`src/rtl/uart_tx_pkg.sv`:
```
// Shared types and constants for the buffered UART transmitter.
package uart_tx_pkg;

  typedef enum logic [2:0] {
    IDLE   = 3'd0,
    START  = 3'd1,
    DATA   = 3'd2,
    PARITY = 3'd3,
    STOP   = 3'd4
  } state_e;

  localparam logic PAR_EVEN = 1'b0;
  localparam logic PAR_ODD  = 1'b1;

endpackage

```
`src/rtl/uart_tx_fifo_sync_fifo.sv`:
```
// Show-ahead synchronous FIFO: rdata always reflects the head while not empty.
module sync_fifo #(
  parameter int DEPTH  = 4,
  parameter int DATA_W = 8
) (
  input  logic              clk,
  input  logic              rst,
  input  logic              push,
  input  logic              pop,
  input  logic [DATA_W-1:0] wdata,
  output logic [DATA_W-1:0] rdata,
  output logic              full,
  output logic              empty
);

  localparam int AW = $clog2(DEPTH);
  localparam logic [AW:0] PTR_ONE = {{AW{1'b0}}, 1'b1};

  logic [AW:0]       wr_ptr_r;
  logic [AW:0]       rd_ptr_r;
  logic [DATA_W-1:0] mem_r [DEPTH];
  logic              do_push_s;
  logic              do_pop_s;

  assign full      = (wr_ptr_r[AW] != rd_ptr_r[AW]) && (wr_ptr_r[AW-1:0] == rd_ptr_r[AW-1:0]);
  assign empty     = (wr_ptr_r == rd_ptr_r);
  assign do_push_s = push && !full;
  assign do_pop_s  = pop && !empty;
  assign rdata     = mem_r[rd_ptr_r[AW-1:0]];

  // Pointer update; the extra MSB distinguishes full from empty.
  always_ff @(posedge clk or posedge rst) begin
    if (rst) begin
      wr_ptr_r <= '0;
      rd_ptr_r <= '0;
    end else begin
      if (do_push_s) wr_ptr_r <= wr_ptr_r + PTR_ONE;
      if (do_pop_s)  rd_ptr_r <= rd_ptr_r + PTR_ONE;
    end
  end

  // Storage write; contents need no reset since the pointers define validity.
  always_ff @(posedge clk) begin
    if (do_push_s) mem_r[wr_ptr_r[AW-1:0]] <= wdata;
  end

endmodule

```
`src/rtl/uart_tx_fifo.sv`:
```
// Buffered UART transmitter: byte FIFO feeding a TICK-paced frame serializer
// (start, LSB-first data, optional parity, stop).
module uart_tx_fifo
  import uart_tx_pkg::*;
#(
  parameter int DEPTH  = 4,
  parameter int DATA_W = 8
) (
  input  logic              CLK,
  input  logic              RST,
  input  logic [DATA_W-1:0] P_DATA,
  input  logic              DATA_VALID,
  input  logic              TICK,
  input  logic              PAR_EN,
  input  logic              PAR_TYP,
  output logic              TX_OUT,
  output logic              Busy,
  output logic              FIFO_FULL,
  output logic              FIFO_EMPTY,
  output logic              OVERFLOW
);

  localparam int CW = $clog2(DATA_W);
  localparam logic [CW-1:0] LAST_BIT = CW'(DATA_W - 1);
  localparam logic [CW-1:0] CNT_ONE  = {{(CW-1){1'b0}}, 1'b1};

  state_e            state_r, state_s;
  logic [DATA_W-1:0] shift_r, shift_s;
  logic [CW-1:0]     cnt_r, cnt_s;
  logic              par_en_r, par_en_s;
  logic              par_bit_r, par_bit_s;
  logic              tx_r, tx_s;
  logic              ovf_r;
  logic              pop_s;
  logic [DATA_W-1:0] fifo_rdata;
  logic              fifo_full;
  logic              fifo_empty;

  function automatic logic frame_parity(input logic [DATA_W-1:0] d, input logic typ);
    return (^d) ^ (typ == PAR_ODD);
  endfunction

  sync_fifo #(
    .DEPTH (DEPTH),
    .DATA_W(DATA_W)
  ) u_fifo (
    .clk  (CLK),
    .rst  (RST),
    .push (DATA_VALID),
    .pop  (pop_s),
    .wdata(P_DATA),
    .rdata(fifo_rdata),
    .full (fifo_full),
    .empty(fifo_empty)
  );

  assign TX_OUT     = tx_r;
  assign Busy       = (state_r != IDLE);
  assign FIFO_FULL  = fifo_full;
  assign FIFO_EMPTY = fifo_empty;
  assign OVERFLOW   = ovf_r;

  // Serializer next-state and next-output logic; nothing moves without TICK.
  always_comb begin
    state_s   = state_r;
    shift_s   = shift_r;
    cnt_s     = cnt_r;
    par_en_s  = par_en_r;
    par_bit_s = par_bit_r;
    tx_s      = tx_r;
    pop_s     = 1'b0;
    if (TICK) begin
      case (state_r)
        IDLE, STOP: begin
          // STOP shares the IDLE load path so frames run back-to-back.
          if (!fifo_empty) begin
            pop_s     = 1'b1;
            shift_s   = fifo_rdata;
            par_en_s  = PAR_EN;
            par_bit_s = frame_parity(fifo_rdata, PAR_TYP);
            state_s   = START;
            tx_s      = 1'b0;
          end else begin
            state_s   = IDLE;
            tx_s      = 1'b1;
          end
        end
        START: begin
          tx_s    = shift_r[0];
          shift_s = {1'b0, shift_r[DATA_W-1:1]};
          cnt_s   = '0;
          state_s = DATA;
        end
        DATA: begin
          if (cnt_r != LAST_BIT) begin
            tx_s    = shift_r[0];
            shift_s = {1'b0, shift_r[DATA_W-1:1]};
            cnt_s   = cnt_r + CNT_ONE;
          end else if (par_en_r) begin
            tx_s    = par_bit_r;
            state_s = PARITY;
          end else begin
            tx_s    = 1'b1;
            state_s = STOP;
          end
        end
        PARITY: begin
          tx_s    = 1'b1;
          state_s = STOP;
        end
        default: begin
          tx_s    = 1'b1;
          state_s = IDLE;
        end
      endcase
    end else begin
      pop_s = 1'b0;
    end
  end

  // Serializer registers; the line idles high out of reset.
  always_ff @(posedge CLK or posedge RST) begin
    if (RST) begin
      state_r   <= IDLE;
      shift_r   <= '0;
      cnt_r     <= '0;
      par_en_r  <= 1'b0;
      par_bit_r <= 1'b0;
      tx_r      <= 1'b1;
    end else begin
      state_r   <= state_s;
      shift_r   <= shift_s;
      cnt_r     <= cnt_s;
      par_en_r  <= par_en_s;
      par_bit_r <= par_bit_s;
      tx_r      <= tx_s;
    end
  end

  // Sticky drop flag, judged against the registered full flag.
  always_ff @(posedge CLK or posedge RST) begin
    if (RST) begin
      ovf_r <= 1'b0;
    end else if (DATA_VALID && fifo_full) begin
      ovf_r <= 1'b1;
    end
  end

endmodule

```
`config.mk`:
```
export PLATFORM = sky130hd
export DESIGN_NAME = uart_tx_fifo
export DESIGN_NICKNAME = d
export VERILOG_FILES = /design/src/rtl/uart_tx_pkg.sv /design/src/rtl/uart_tx_fifo_sync_fifo.sv /design/src/rtl/uart_tx_fifo.sv
export SDC_FILE = /design/constraint.sdc
export NUM_CORES = 1
export LEC_CHECK = 0
export CORE_MARGIN = 3
export CORE_UTILIZATION = 40
export DETAILED_ROUTE_END_ITERATION = 7
export GPL_TIMING_DRIVEN = 0
export PLACE_DENSITY = 0.63
export SLEW_MARGIN = 40
export SYNTH_ARGS = -nofsm -noshare
export SYNTH_HDL_FRONTEND = slang
export SYNTH_SLANG_ARGS = --single-unit
```
`constraint.sdc`:
```
create_clock -name CLK -period 5.74 [get_ports CLK]
set_clock_uncertainty 0.2 [all_clocks]
set_input_delay 0.574 -clock CLK [delete_from_list [all_inputs] [get_ports CLK]]
set_output_delay 0.574 -clock CLK [all_outputs]
set_load 0.02 [all_outputs]
```
Word-level counts from Yosys, hierarchy flattened:

Memory sizes are Yosys's and may differ from the RTL's.
Index checks and enable logic that the tools add are counted.

* input port bits: 14
* logic and storage cells: 60
* output and inout bits: 5
* memories kept: 1
* bits in writable memories: 32
* flip-flop bits (word level): 24

Memories
* u_fifo.mem_r: depth 4, width 8, read ports 1, clocked after memory_dff 0, wr ports 1, line uart_tx_fifo_sync_fifo.sv:21 `logic [DATA_W-1:0] mem_r [DEPTH];`

* $add $sub $neg: 3
* reduce and logical (&&, ||, !) cells: 16
* bitwise gates (word level): 2
* equality and inequality tests: 11
* mux-type cells: 18

Operators with widths (count)
* 8-bit one-hot mux with 3 select lines: 1
* 8-bit two-way mux: 2
* 3-bit one-hot mux with 4 select lines: 1
* 3-bit by 1-bit adder with 3-bit output, second input constant: 3
* 1-bit two-way mux: 9
* 3-bit two-way mux: 3
* 8-bit parity: 1
* 3-bit by 2-bit equality test with 1-bit output, second input constant: 2
* 2-bit inequality test, second input constant: 3
* 3-bit one-hot mux with 2 select lines: 1
* 3-bit AND reduction: 2
* 3-bit nonzero test: 2
* 1-bit logical AND: 4
* 4-bit AND reduction: 1
* 3-bit by 1-bit equality test with 1-bit output, second input constant: 1
* 3-bit equality test: 1
* 3-bit equality test, second input constant: 1
* 3-bit zero test: 1
* 3-bit inequality test, second input constant: 1
* 1-bit one-hot mux with 3 select lines: 1
* 2-bit equality test: 1
* 1-bit zero test: 2
* 2-bit AND reduction: 1
* 2-bit nonzero test: 1
* 4 further kinds: 4

Longest topological paths before layout:

Gate-level depths: netlist of run 1.

* depth in word-level cells: 6
* depth in mapped cells: 7
* depth with buffers taken out: 7

Hierarchy:

A second synthesis of run 1 with hierarchy kept.

* cell total of the unflattened synthesis: 181
* area, all modules: 2703.8 sq um

By module, submodules not included
* sync_fifo: seq. area each 1111.1 sq um, cells an instance 91, area an instance 1657.8 sq um, instances 1
* uart_tx_fifo: seq. area each 451.7 sq um, cells an instance 90, area an instance 1046.0 sq um, instances 1

Worst setup path after synthesis of run 1:

Ideal clock, no wire load.

* path type: reg-to-reg
* start point: reg u_fifo.rd_ptr_r[0]
* end point: reg par_bit_r
* arrival: 1.959 ns
* slack: 3.457 ns
* required time: 5.415 ns
* setup time: 0.125 ns
* stages on the path, launching flop included: 7
* clock period less this slack: 2.283 ns
* path buffers: 1
* cell sequence: dfrtp_1 -> buf_6 -> mux4_2 -> xnor2_1 -> xnor3_1 -> xnor2_1 -> mux2_2

* longest elaborated chain between the ends: 3
* elaborated cells on any way between the ends: 6
* classes of those cells: eq/ne (1); bitwise (2); reduce/logical (2); memory (1)

Ends and longest elaborated chain
* start: declaration: line uart_tx_fifo_sync_fifo.sv:20 `logic [AW:0] rd_ptr_r;`
* start signal: assignment: line uart_tx_fifo_sync_fifo.sv:38 `if (do_pop_s) rd_ptr_r <= rd_ptr_r + PTR_ONE;`
* memory 4 x 8 bit or 3-bit equality test (tied branches)
* 8-bit parity or 1-bit NOT (tied branches)
* 1-bit bitwise XOR or 3-bit AND reduction (tied branches)
* end signal: assignment: line uart_tx_fifo.sv:135 `par_bit_r <= par_bit_s;`
* end: declaration: line uart_tx_fifo.sv:31 `logic par_bit_r, par_bit_s;`

Parallel ways exist; a longest one is shown, timed or not.
A chain may end at the register's enable or synchronous reset.

Worst setup path after layout of run 1:

* start point: reg u_fifo.rd_ptr_r[1]
* end point: out FIFO_FULL

* longest elaborated chain between the ends: 2

Ends and longest elaborated chain
* 2-bit equality test: line uart_tx_fifo_sync_fifo.sv:25 `assign full = (wr_ptr_r[AW] != rd_ptr_r[AW]) && (wr_ptr_r[AW-1:0] == rd_ptr_r[AW-1:0]);`
* 1-bit logical AND: line uart_tx_fifo_sync_fifo.sv:25
* end: declaration: line uart_tx_fifo.sv:18 `output logic FIFO_FULL,`

Every way passes these cells.

==> qor.yml, run 1 <==
clock_tree:
  clk_path_buf_depth: 2
  hold_buffers: 0
  h-tree-depth: 2
  clk-insertion-delay-late_ns: 0.30
  ctsRootBufferMaster: "clkbuf_8"
  clkSinkCount: 56
  cts_tree: "yes"
  cts.repair.resized: 0
  numCtsBuffers: 5
  path_clk_slew_ns: 0.09
  post_cts_buffers: 0
die:
  io_pins: 19
  design.core.area_um2: 5990
  rows: 28
  die_h_um: 85.3
  initial_core_util: 0.420
  die_w_um: 85.3
  die_area_um2: 7280
setup_path:
  crit_path_start: "u_fifo.rd_ptr_r[1]"
  timing.rr.start: "u_fifo.rd_ptr_r[0]"
  path_max_fanout: 10
  cp-start-kind: "register"
  path_class: "reg2out"
  crit_path_end_kind: "primary output"
  cp.required_ns: 4.97
  worstPathArrival_ns: 2.02
global_routing:
  grt_pass1_wl_um: 7270
  grt_pass1_vias: 1478
  grt.total_usage: 0.128
  grt_overflow: 0
  antenna_found_initial: 0
  grt_max_degree: 25
synthesis:
  synthesis.area_um2: 2520
  synth_edf_count: 32
  syn_nets: 189
  synth_area_per_cell_um2: 15.0
  synthTopCellsByCount: "edfxtp_1, dfrtp_1"
  ys_seq_area_frac: 0.621
  ys_types: 35
  synth_seq_cells: 56
  synth_warnings: 0
  yosys.area.top_type_share: 0.382
  synthCells: 168
  synth_area_leaders: "edfxtp_1, dfrtp_1, mux4_1, mux4_2, ha_1"
  synth_top_area_cell: "edfxtp_1"
  synth_top_flop_cell: "edfxtp_1"
  post-synth-top-count-cell: "edfxtp_1"
  async_reset_ff_frac: 0.429
sta:
  setup_slack_ns: 2.95
  grt_setup_unrepaired: "false"
  fmax_mhz: 358
  fin_tns_setup_ns: 0
  slew_viol_final: 0
  period_minus_slack_ns: 2.79
  worst_pin_slew_ns: 0.594
  relSlewSlack: 0.603
  fin_crit_sh: 0.487
  hold_violations: 0
  setup_viol: 0
placed_design:
  postPlaceCellArea_um2: 2780
  preCtsSetupSlack_ns: 3.18
  port_buffers: 17
  globalplace.congestion: 0.740
  hpwl_um: 3140
pwr:
  irDropWorstVdd_mv: 0.218
  switching_share: 0.354
  p_per_area_nw_per_um2: 560
  p_sw_mw: 0.568
  combPwrFrac: 0.479
  p_int_mw: 1.04
  seq_power_share: 0.396
  p_leak_nw: 1.10
  clkPwrFrac: 0.125
drt:
  drc: 0
  wire_per_inst_um: 16.0
  viasPerCell: 5.29
  dr.first_iter.drc_count: 69
  drt_wl_total_um: 4280
  drtAntennaViolNets: 0
  via_count: 1418
  dr.pass1.iters: 4
outcome:
  outcome: "complete, no violations"
worst_hold_path:
  holdCritStartpoint: "OVERFLOW"
  min_path_type: "reg2reg"
final_layout:
  drive_gt1_frac: 0.130
  nNetsFinal: 213
  diodes: 0
  design_area_um2: 2870
  syn_to_final_growth_pct: 13.9
run:
  cap_violations: 0
==> registers in the layout, indices dropped and copies added, names as in the netlist <==
name,cells
OVERFLOW,1
state_r,3
u_fifo.wr_ptr_r,3
u_fifo.mem_r,32
shift_r,8
cnt_r,3
TX_OUT,1
u_fifo.rd_ptr_r,3
par_en_r,1
par_bit_r,1
==> routing by layer <==
layer  global-route usage  up-vias  part of all wire
li1                     -      670                 -
met4               0.0259        0            0.0054
met2                0.219       28              0.52
met3               0.0340        4             0.033
met1                0.165      716              0.44
met5                    0        -                 0
==> layout make-up <==
type | instances | area [µm²]
Clock inverter | 1 | 5.00
Tap cell | 75 | 93.8
Inverter | 6 | 22.5
Multi-Input combinational cell | 100 | 902
Buffer | 6 | 32.5
Sequential cell | 56 | 1560
Timing Repair Buffer | 17 | 170
Clock buffer | 7 | 76.3
Fill cell | 530 | 3130
==> final timing paths <==
| check | endpoint | cells after the start | slack, ns |
|---|---|---|---|
| worst max-delay path | FIFO_FULL | 4 | 2.95 |
| worst min-delay path | OVERFLOW | 1 | 0.28 |
| worst max register to register | par_bit_r | 6 | 3.29 |
| worst min register to register | OVERFLOW | 1 | 0.28 |
| max in group asynchronous | TX_OUT | 2 | 4.57 |
| min in group asynchronous | u_fifo.rd_ptr_r[2] | 2 | 0.41 |
==> layout by cell type, fill, tap and decap left out, drive strengths merged, types with 2 or more instances in the layout <==
master and count:
edfxtp 32, dfrtp 23, clkdlybuf4s50 17, xnor2 10
clkbuf 10, o21ai 9, nor2 9, a21oi 9
mux2i 8, mux4 8, mux2 7, ha 7
inv 6, nand2 5, and3 4, and2 4
xor2 3, buf 3, nor2b 2, nand3b 2
nand3 2
==> kinds of logic after synthesis <==
kind of cell | synth area share
flops | 0.621
mux | 0.141
buf+inv | 0.0219
fa+ha+maj | 0.0348
compound gates | 0.0522
simple gates | 0.0721
xor+xnor | 0.0572
==> through the flow <==
step                utilization  hold slack (ns)  power (mW)  std cells
global route              0.478            0.307        1.72        268
CTS                       0.478            0.294        1.63        268
floorplan                     -            0.262        1.22        168
finish                    0.478            0.282        1.60        268
global placement          0.464            0.238        1.39        260
detailed placement        0.465            0.275        1.43        260
==> power groups by stage <==
stage               logic (mW)  clock network (mW)  registers (mW)
detailed placement       0.783                   0           0.645
CTS                      0.786               0.207           0.636
finish                   0.769               0.200           0.636
floorplan                0.587                   0           0.631
global route             0.846               0.228           0.650
global placement         0.753                   0           0.634
==> critical path: stages, from the launching register on <==
cell             delay (ns)
dfrtp_1                0.39
buf_2                  0.20
xnor2_1                0.26
and3b_1                0.25
clkdlybuf4s50_1        0.62
(Power assumes the default switching activity.)
==> run 2, diff against run 1 <==
--- a/config.mk
+++ b/config.mk
@@ -9,7 +9,7 @@
 export CORE_UTILIZATION = 40
 export DETAILED_ROUTE_END_ITERATION = 7
 export GPL_TIMING_DRIVEN = 0
-export PLACE_DENSITY = 0.63
+export PLACE_DENSITY = 0.65
 export SLEW_MARGIN = 40
 export SYNTH_ARGS = -nofsm -noshare
 export SYNTH_HDL_FRONTEND = slang
==> constraint.sdc (replaced) <==
create_clock -name CLK -period 2.4 [get_ports CLK]
set_clock_uncertainty 0.2 [all_clocks]
set_input_delay 0.24 -clock CLK [delete_from_list [all_inputs] [get_ports CLK]]
set_output_delay 0.24 -clock CLK [all_outputs]
set_load 0.02 [all_outputs]
==> run 2 against run 1 <==
Against the previous run:
- clock power grew to 2.7 times the previous value
- critical path type is now reg2reg
- highest routed layer unchanged
- worst hold slack worse by 0.22 ns
- sequential share of layout area is 1.4 points lower
- global-route usage rose by 0.090 points
- critical endpoint is now par_bit_r
==> qor.yml, run 2 (synthesis gave the netlist of run 1 again) <==
pwr:
  p_per_area_nw_per_um2: 1360  # was 560 nW/µm²
  power.total_mw: 3.99  # was 1.60 mW
  irDropWorstVdd_mv: 0.508  # was 0.218 mV
  p_leak_nw: 1.16  # was 1.10 nW
drt:
  drtAntennaViolNets: 0  # unchanged
  drt_wl_total_um: 4410  # was 4280 µm
  via_count: 1442  # was 1418
  dr.pass1.iters: 4  # unchanged
  dr.first_iter.drc_count: 71  # was 69
  drc: 0  # unchanged
  viasPerCell: 5.30  # was 5.29
  wire_per_inst_um: 16.2  # was 16.0 µm
die:
  initial_core_util: 0.420  # unchanged
  io_pins: 19  # unchanged
  rows: 28  # unchanged
  die_h_um: 85.3  # unchanged
  design.core.area_um2: 5990  # unchanged
  die_w_um: 85.3  # unchanged
  die_area_um2: 7280  # unchanged
global_routing:
  grt_overflow: 0  # unchanged
  grt_max_degree: 25  # unchanged
  antenna_found_initial: 0  # unchanged
  grt.total_usage: 0.129  # was 0.128
  grt_pass1_vias: 1589  # was 1478
  grt_pass1_wl_um: 7380  # was 7270 µm
final_layout:
  fill_cells: 509  # was 530
  nNetsFinal: 217  # was 213
  ff_latch_area_um2: 1560  # unchanged
  drive_gt1_frac: 0.203  # was 0.130
  diodes: 0  # unchanged
  final_common_cell: "edfxtp_1"  # unchanged
  largest_register_ffs: 32  # unchanged
  syn_to_final_growth_pct: 16.8  # was 13.9%
  multi_input_area_um2: 930  # was 902 µm²
  layout_common_cells: "edfxtp_1, dfrtp_1, clkdlybuf4s50_1, o21ai_0, nor2_1"  # was edfxtp_1, dfrtp_1, clkdlybuf4s50_1
setup_path:
  path_cells: "buf_8 -> mux4_2 -> xnor2_2 -> xnor3_1 -> xnor2_1 -> mux2_2"  # was buf_2 -> xnor2_1 -> and3b_1 -> clkdlybuf4s50_1
  cp-start-kind: "register"  # unchanged
  worst_path_max_delay_cell: "mux4_2"  # was clkdlybuf4s50_1
  cp.required_ns: 2.40  # was 4.97 ns
  worstPathArrival_ns: 2.38  # was 2.02 ns
  path_class: "reg2reg"  # was reg2out
  max_stage_delay_ns: 0.56  # was 0.62 ns
  path_max_fanout: 8  # was 10
  crit_path_end_kind: "register"  # was primary output
clock_tree:
  clk-insertion-delay-late_ns: 0.31  # was 0.30 ns
  clkSinkCount: 56  # unchanged
  cts_tree: "yes"  # unchanged
  numCtsBuffers: 5  # unchanged
  h-tree-depth: 2  # unchanged
  ctsRootBufferMaster: "clkbuf_8"  # unchanged
  hold_buffers: 0  # unchanged
  path_clk_slew_ns: 0.10  # was 0.09 ns
  clk_path_buf_depth: 2  # unchanged
sta:
  period_minus_slack_ns: 2.38
  fmax_mhz: 420
  relSlewSlack: 0.615  # was 0.603
  hold_violations: 0  # unchanged
  grt_setup_unrepaired: "true"  # was false
  slew_viol_final: 0  # unchanged
  fin_crit_sh: 0.992
  setup_slack_ns: 0.0202  # was 2.95 ns
  worst_pin_slew_ns: 0.578  # was 0.594 ns
  setup_viol: 0  # unchanged
run:
  cap_violations: 0  # unchanged
placed_design:
  port_buffers: 17  # unchanged
  globalplace.congestion: 0.719  # was 0.740
  hpwl_um: 3130  # was 3140 µm
  preCtsSetupSlack_ns: -0.0506  # was 3.18 ns
outcome:
  outcome: "complete, no violations"  # unchanged
worst_hold_path:
  min_path_type: "in2async"  # was reg2reg
## run 2: cell count changes in the layout (fill, tap and decap cells not counted), moves of 2 or more
cell / delta
dlygate4sd2_1: +2
and2_1: -4
clkbuf_1: -3
inv_6: +2
and2_2: +4
buf_4: +4
xnor2_2: +2
clkdlybuf4s50_1: -2
xnor2_1: -2
## run 2: power by group
group / switching (mW) / total, mW / internal (mW)
clock: 0.325 / 0.541 / 0.216
sequential: 0.168 / 1.52 / 1.36
combinational: 0.961 / 1.92 / 0.963
total: 1.45 / 3.99 / 2.53
## run 2: worst paths after layout
kind                                         start         end  slack (ns)  cells past startpoint
worst max-delay path            u_fifo.rd_ptr_r[0]   par_bit_r        0.02                      6
worst min-delay path                           RST    cnt_r[1]        0.07                      2
worst max register to register  u_fifo.rd_ptr_r[0]   par_bit_r        0.02                      6
worst min register to register            OVERFLOW    OVERFLOW        0.27                      1
max in group asynchronous                      RST      TX_OUT        1.57                      2
min in group CLK                              TICK  state_r[0]        0.15                      2
## run 2: layer usage
layer / global-route usage / up-vias / share of wire
met4: 0.0475 / 0 / 0.012
met5: 0 / - / 0
met2: 0.232 / 20 / 0.53
met3: 0.0243 / 8 / 0.028
li1: - / 677 / -
met1: 0.152 / 737 / 0.43
## run 2: stage by stage
step                      cells  utilization  instance area [µm²]  hold WS (ns)  TNS, ns
after floorplan             168            -                 2520        0.0539        0
after global placement      260        0.464                 2780         0.239   -0.209
after detailed placement    260        0.465                 2780         0.244   -0.470
after CTS                   271        0.485                 2900        0.0771  -0.0159
after global routing        272        0.491                 2940        0.0937   -0.102
final                       272        0.491                 2940        0.0659        0
## run 2: layout make-up
class / instances / share of cell area
clock buffers: 5 / 0.0234
plain buffers: 6 / 0.0128
multi-input cells: 100 / 0.316
inverters: 6 / 0.00766
repair buffers: 21 / 0.0673
flip-flops and latches: 56 / 0.532
clock inverters: 3 / 0.00894
well taps: 75 / 0.0319
## run 2: what timing repair did
| action | 4_1_cts | 5_1_grt |
|---|---|---|
| pin swaps | 1 | 0 |
| gates resized for setup | 7 | 7 |
| setup buffers | 3 | 1 |
| setup endpoints to repair | 31 | 35 |
## run 2: critical path, delay by kind of cell (launching register included)
family | cells | cell delay, ns
flip-flops | 1 | 0.39
buffers and inverters | 1 | 0.15
XOR/XNOR | 3 | 0.71
multiplexers | 2 | 0.81
==> run 3, diff against run 2 <==
--- a/config.mk
+++ b/config.mk
@@ -10,6 +10,7 @@
 export DETAILED_ROUTE_END_ITERATION = 7
 export GPL_TIMING_DRIVEN = 0
 export PLACE_DENSITY = 0.65
+export SKIP_CTS_REPAIR_TIMING = 1
 export SLEW_MARGIN = 40
 export SYNTH_ARGS = -nofsm -noshare
 export SYNTH_HDL_FRONTEND = slang
==> run 3 against run 2 <==
Against the previous run:
- the flow now finishes with violations (setup timing)
- non-clock buffer count increased by 1
- sequential power about the same
- final cell count increased by 0.37%
- highest routed layer unchanged
==> qor.yml, run 3 (synthesis gave the netlist of run 1 again) <==
clock_tree:
  h-tree-depth: 2  # unchanged
  cts_tree: "yes"  # unchanged
  clk_path_buf_depth: 2  # unchanged
  numCtsBuffers: 5  # unchanged
  clk-insertion-delay-late_ns: 0.32  # was 0.31 ns
  ctsRootBufferMaster: "clkbuf_8"  # unchanged
  path_clk_slew_ns: 0.11  # was 0.10 ns
  clkSinkCount: 56  # unchanged
placed_design:
  dp.cells: 260  # unchanged
  hpwl_um: 3130  # unchanged
  port_buffers: 17  # unchanged
  postPlaceCellArea_um2: 2780  # unchanged
  globalplace.congestion: 0.719  # unchanged
sta:
  setup_viol: 1  # was 0
  fin_crit_sh: 1.00  # was 0.992
  worst_pin_slew_ns: 0.567  # was 0.578 ns
  setup_slack_ns: -0.00202  # was 0.0202 ns
  period_minus_slack_ns: 2.40  # was 2.38 ns
  hold_violations: 0  # unchanged
  fmax_mhz: 416  # was 420 MHz
  slew_viol_final: 0  # unchanged
  relSlewSlack: 0.622  # was 0.615
  fin_tns_setup_ns: -0.00202  # was 0 ns
  grt_setup_unrepaired: "true"  # unchanged
global_routing:
  grt_pass1_wl_um: 7330  # was 7380 µm
  antenna_found_initial: 0  # unchanged
  grt_max_degree: 25  # unchanged
  grt_pass1_vias: 1574  # was 1589
  grt.total_usage: 0.129  # about the same
  grt_overflow: 0  # unchanged
die:
  io_pins: 19  # unchanged
  die_area_um2: 7280  # unchanged
  initial_core_util: 0.420  # unchanged
  design.core.area_um2: 5990  # unchanged
  die_h_um: 85.3  # unchanged
  rows: 28  # unchanged
  die_w_um: 85.3  # unchanged
setup_path:
  cp-start-kind: "register"  # unchanged
  cp.required_ns: 2.41  # was 2.40 ns
  max_stage_delay_ns: 0.55  # was 0.56 ns
  path_class: "reg2reg"  # unchanged
  crit_path_end_kind: "register"  # unchanged
  path_cells: "buf_12 -> mux4_2 -> xnor2_2 -> xnor3_1 -> xnor2_1 -> mux2_2"  # was buf_8 -> mux4_2 -> xnor2_2 -> xnor3_1 -> xnor2_1 -> mux2_2
  rrSetupSlack_ns: -0.002  # was 0.02 ns
  worstPathArrival_ns: 2.41  # was 2.38 ns
  worst_path_max_delay_cell: "mux4_2"  # unchanged
  path_max_fanout: 5  # was 8
final_layout:
  ff_latch_area_um2: 1560  # about the same
  design_area_um2: 2980  # was 2940 µm²
  instances_no_fill: 273  # was 272
  multi_input_area_um2: 927  # was 930 µm²
  drive_gt1_frac: 0.202  # was 0.203
  final_common_cell: "edfxtp_1"  # unchanged
  nNetsFinal: 218  # was 217
  largest_register_ffs: 32  # unchanged
  syn_to_final_growth_pct: 18.2  # was 16.8%
  diodes: 0  # unchanged
  layout_common_cells: "edfxtp_1, dfrtp_1, clkdlybuf4s50_1, o21ai_0, nor2_1"  # unchanged
  post-route-util: 0.497  # was 0.491
  fill_cells: 505  # was 509
run:
  cap_violations: 0  # unchanged
worst_hold_path:
  min_path_type: "in2async"  # unchanged
outcome:
  outcome: "complete, but fails checks"  # was complete, no violations
  failed_checks: "setup timing"
drt:
  drtAntennaViolNets: 0  # unchanged
  dr.first_iter.drc_count: 55  # was 71
  drt_wl_total_um: 4510  # was 4410 µm
  viasPerCell: 5.33  # was 5.30
  dr.pass1.iters: 4  # unchanged
  wire_per_inst_um: 16.5  # was 16.2 µm
  via_count: 1455  # was 1442
  drc: 0  # unchanged
pwr:
  irDropWorstVdd_mv: 0.546  # was 0.508 mV
  p_per_area_nw_per_um2: 1370  # was 1360 nW/µm²
  p_leak_nw: 1.19  # was 1.16 nW
run 3: power breakdown:
part | switching [mW] | leakage [nW] | internal (mW)
clock | 0.333 | 0.0491 | 0.216
sequential | 0.177 | 0.574 | 1.36
combinational | 0.970 | 0.571 | 1.02
run 3: layout make-up:
type	count	area share
flip-flops and latches	56	0.526
multi-input cells	100	0.312
repair buffers	22	0.0774
well taps	75	0.0315
clock buffers	5	0.0231
plain buffers	6	0.0143
clock inverters	3	0.00883
inverters	6	0.00757
run 3: stage by stage:
stage / power [mW] / worst slack (ns) / hold slack [ns]
3_5_place_dp: 3.41 / -0.0506 / 0.244
2_1_floorplan: 2.91 / 0.117 / 0.0539
5_1_grt: 4.36 / -0.111 / 0.0941
3_3_place_gp: 3.31 / -0.0285 / 0.239
4_1_cts: 3.95 / -0.101 / 0.0771
6_report: 4.07 / -0.00202 / 0.0627
run 3: path summary, 6_finish.rpt:
path,from,end,cells after the start
hold / removal,RST,shift_r[6],2
max in group asynchronous,RST,u_fifo.rd_ptr_r[0],2
hold reg to reg,OVERFLOW,OVERFLOW,1
setup reg to reg,u_fifo.rd_ptr_r[0],par_bit_r,6
setup / recovery,u_fifo.rd_ptr_r[0],par_bit_r,6
min in group CLK,TICK,state_r[0],2
run 3: worst max-delay path: cells and delay by family, from the launching register on:
| family | cells | cell delay, ns |
|---|---|---|
| buffers and inverters | 1 | 0.14 |
| multiplexers | 2 | 0.80 |
| flip-flops | 1 | 0.43 |
| XOR/XNOR | 3 | 0.72 |
run 3: routing by layer:
metal / routed length [µm] / up-vias / global-route usage
li1: - / 681 / -
met1: 1940 / 736 / 0.150
met2: 2360 / 28 / 0.233
met3: 145 / 10 / 0.0243
met4: 69 / 0 / 0.0475
met5: 0 / - / 0
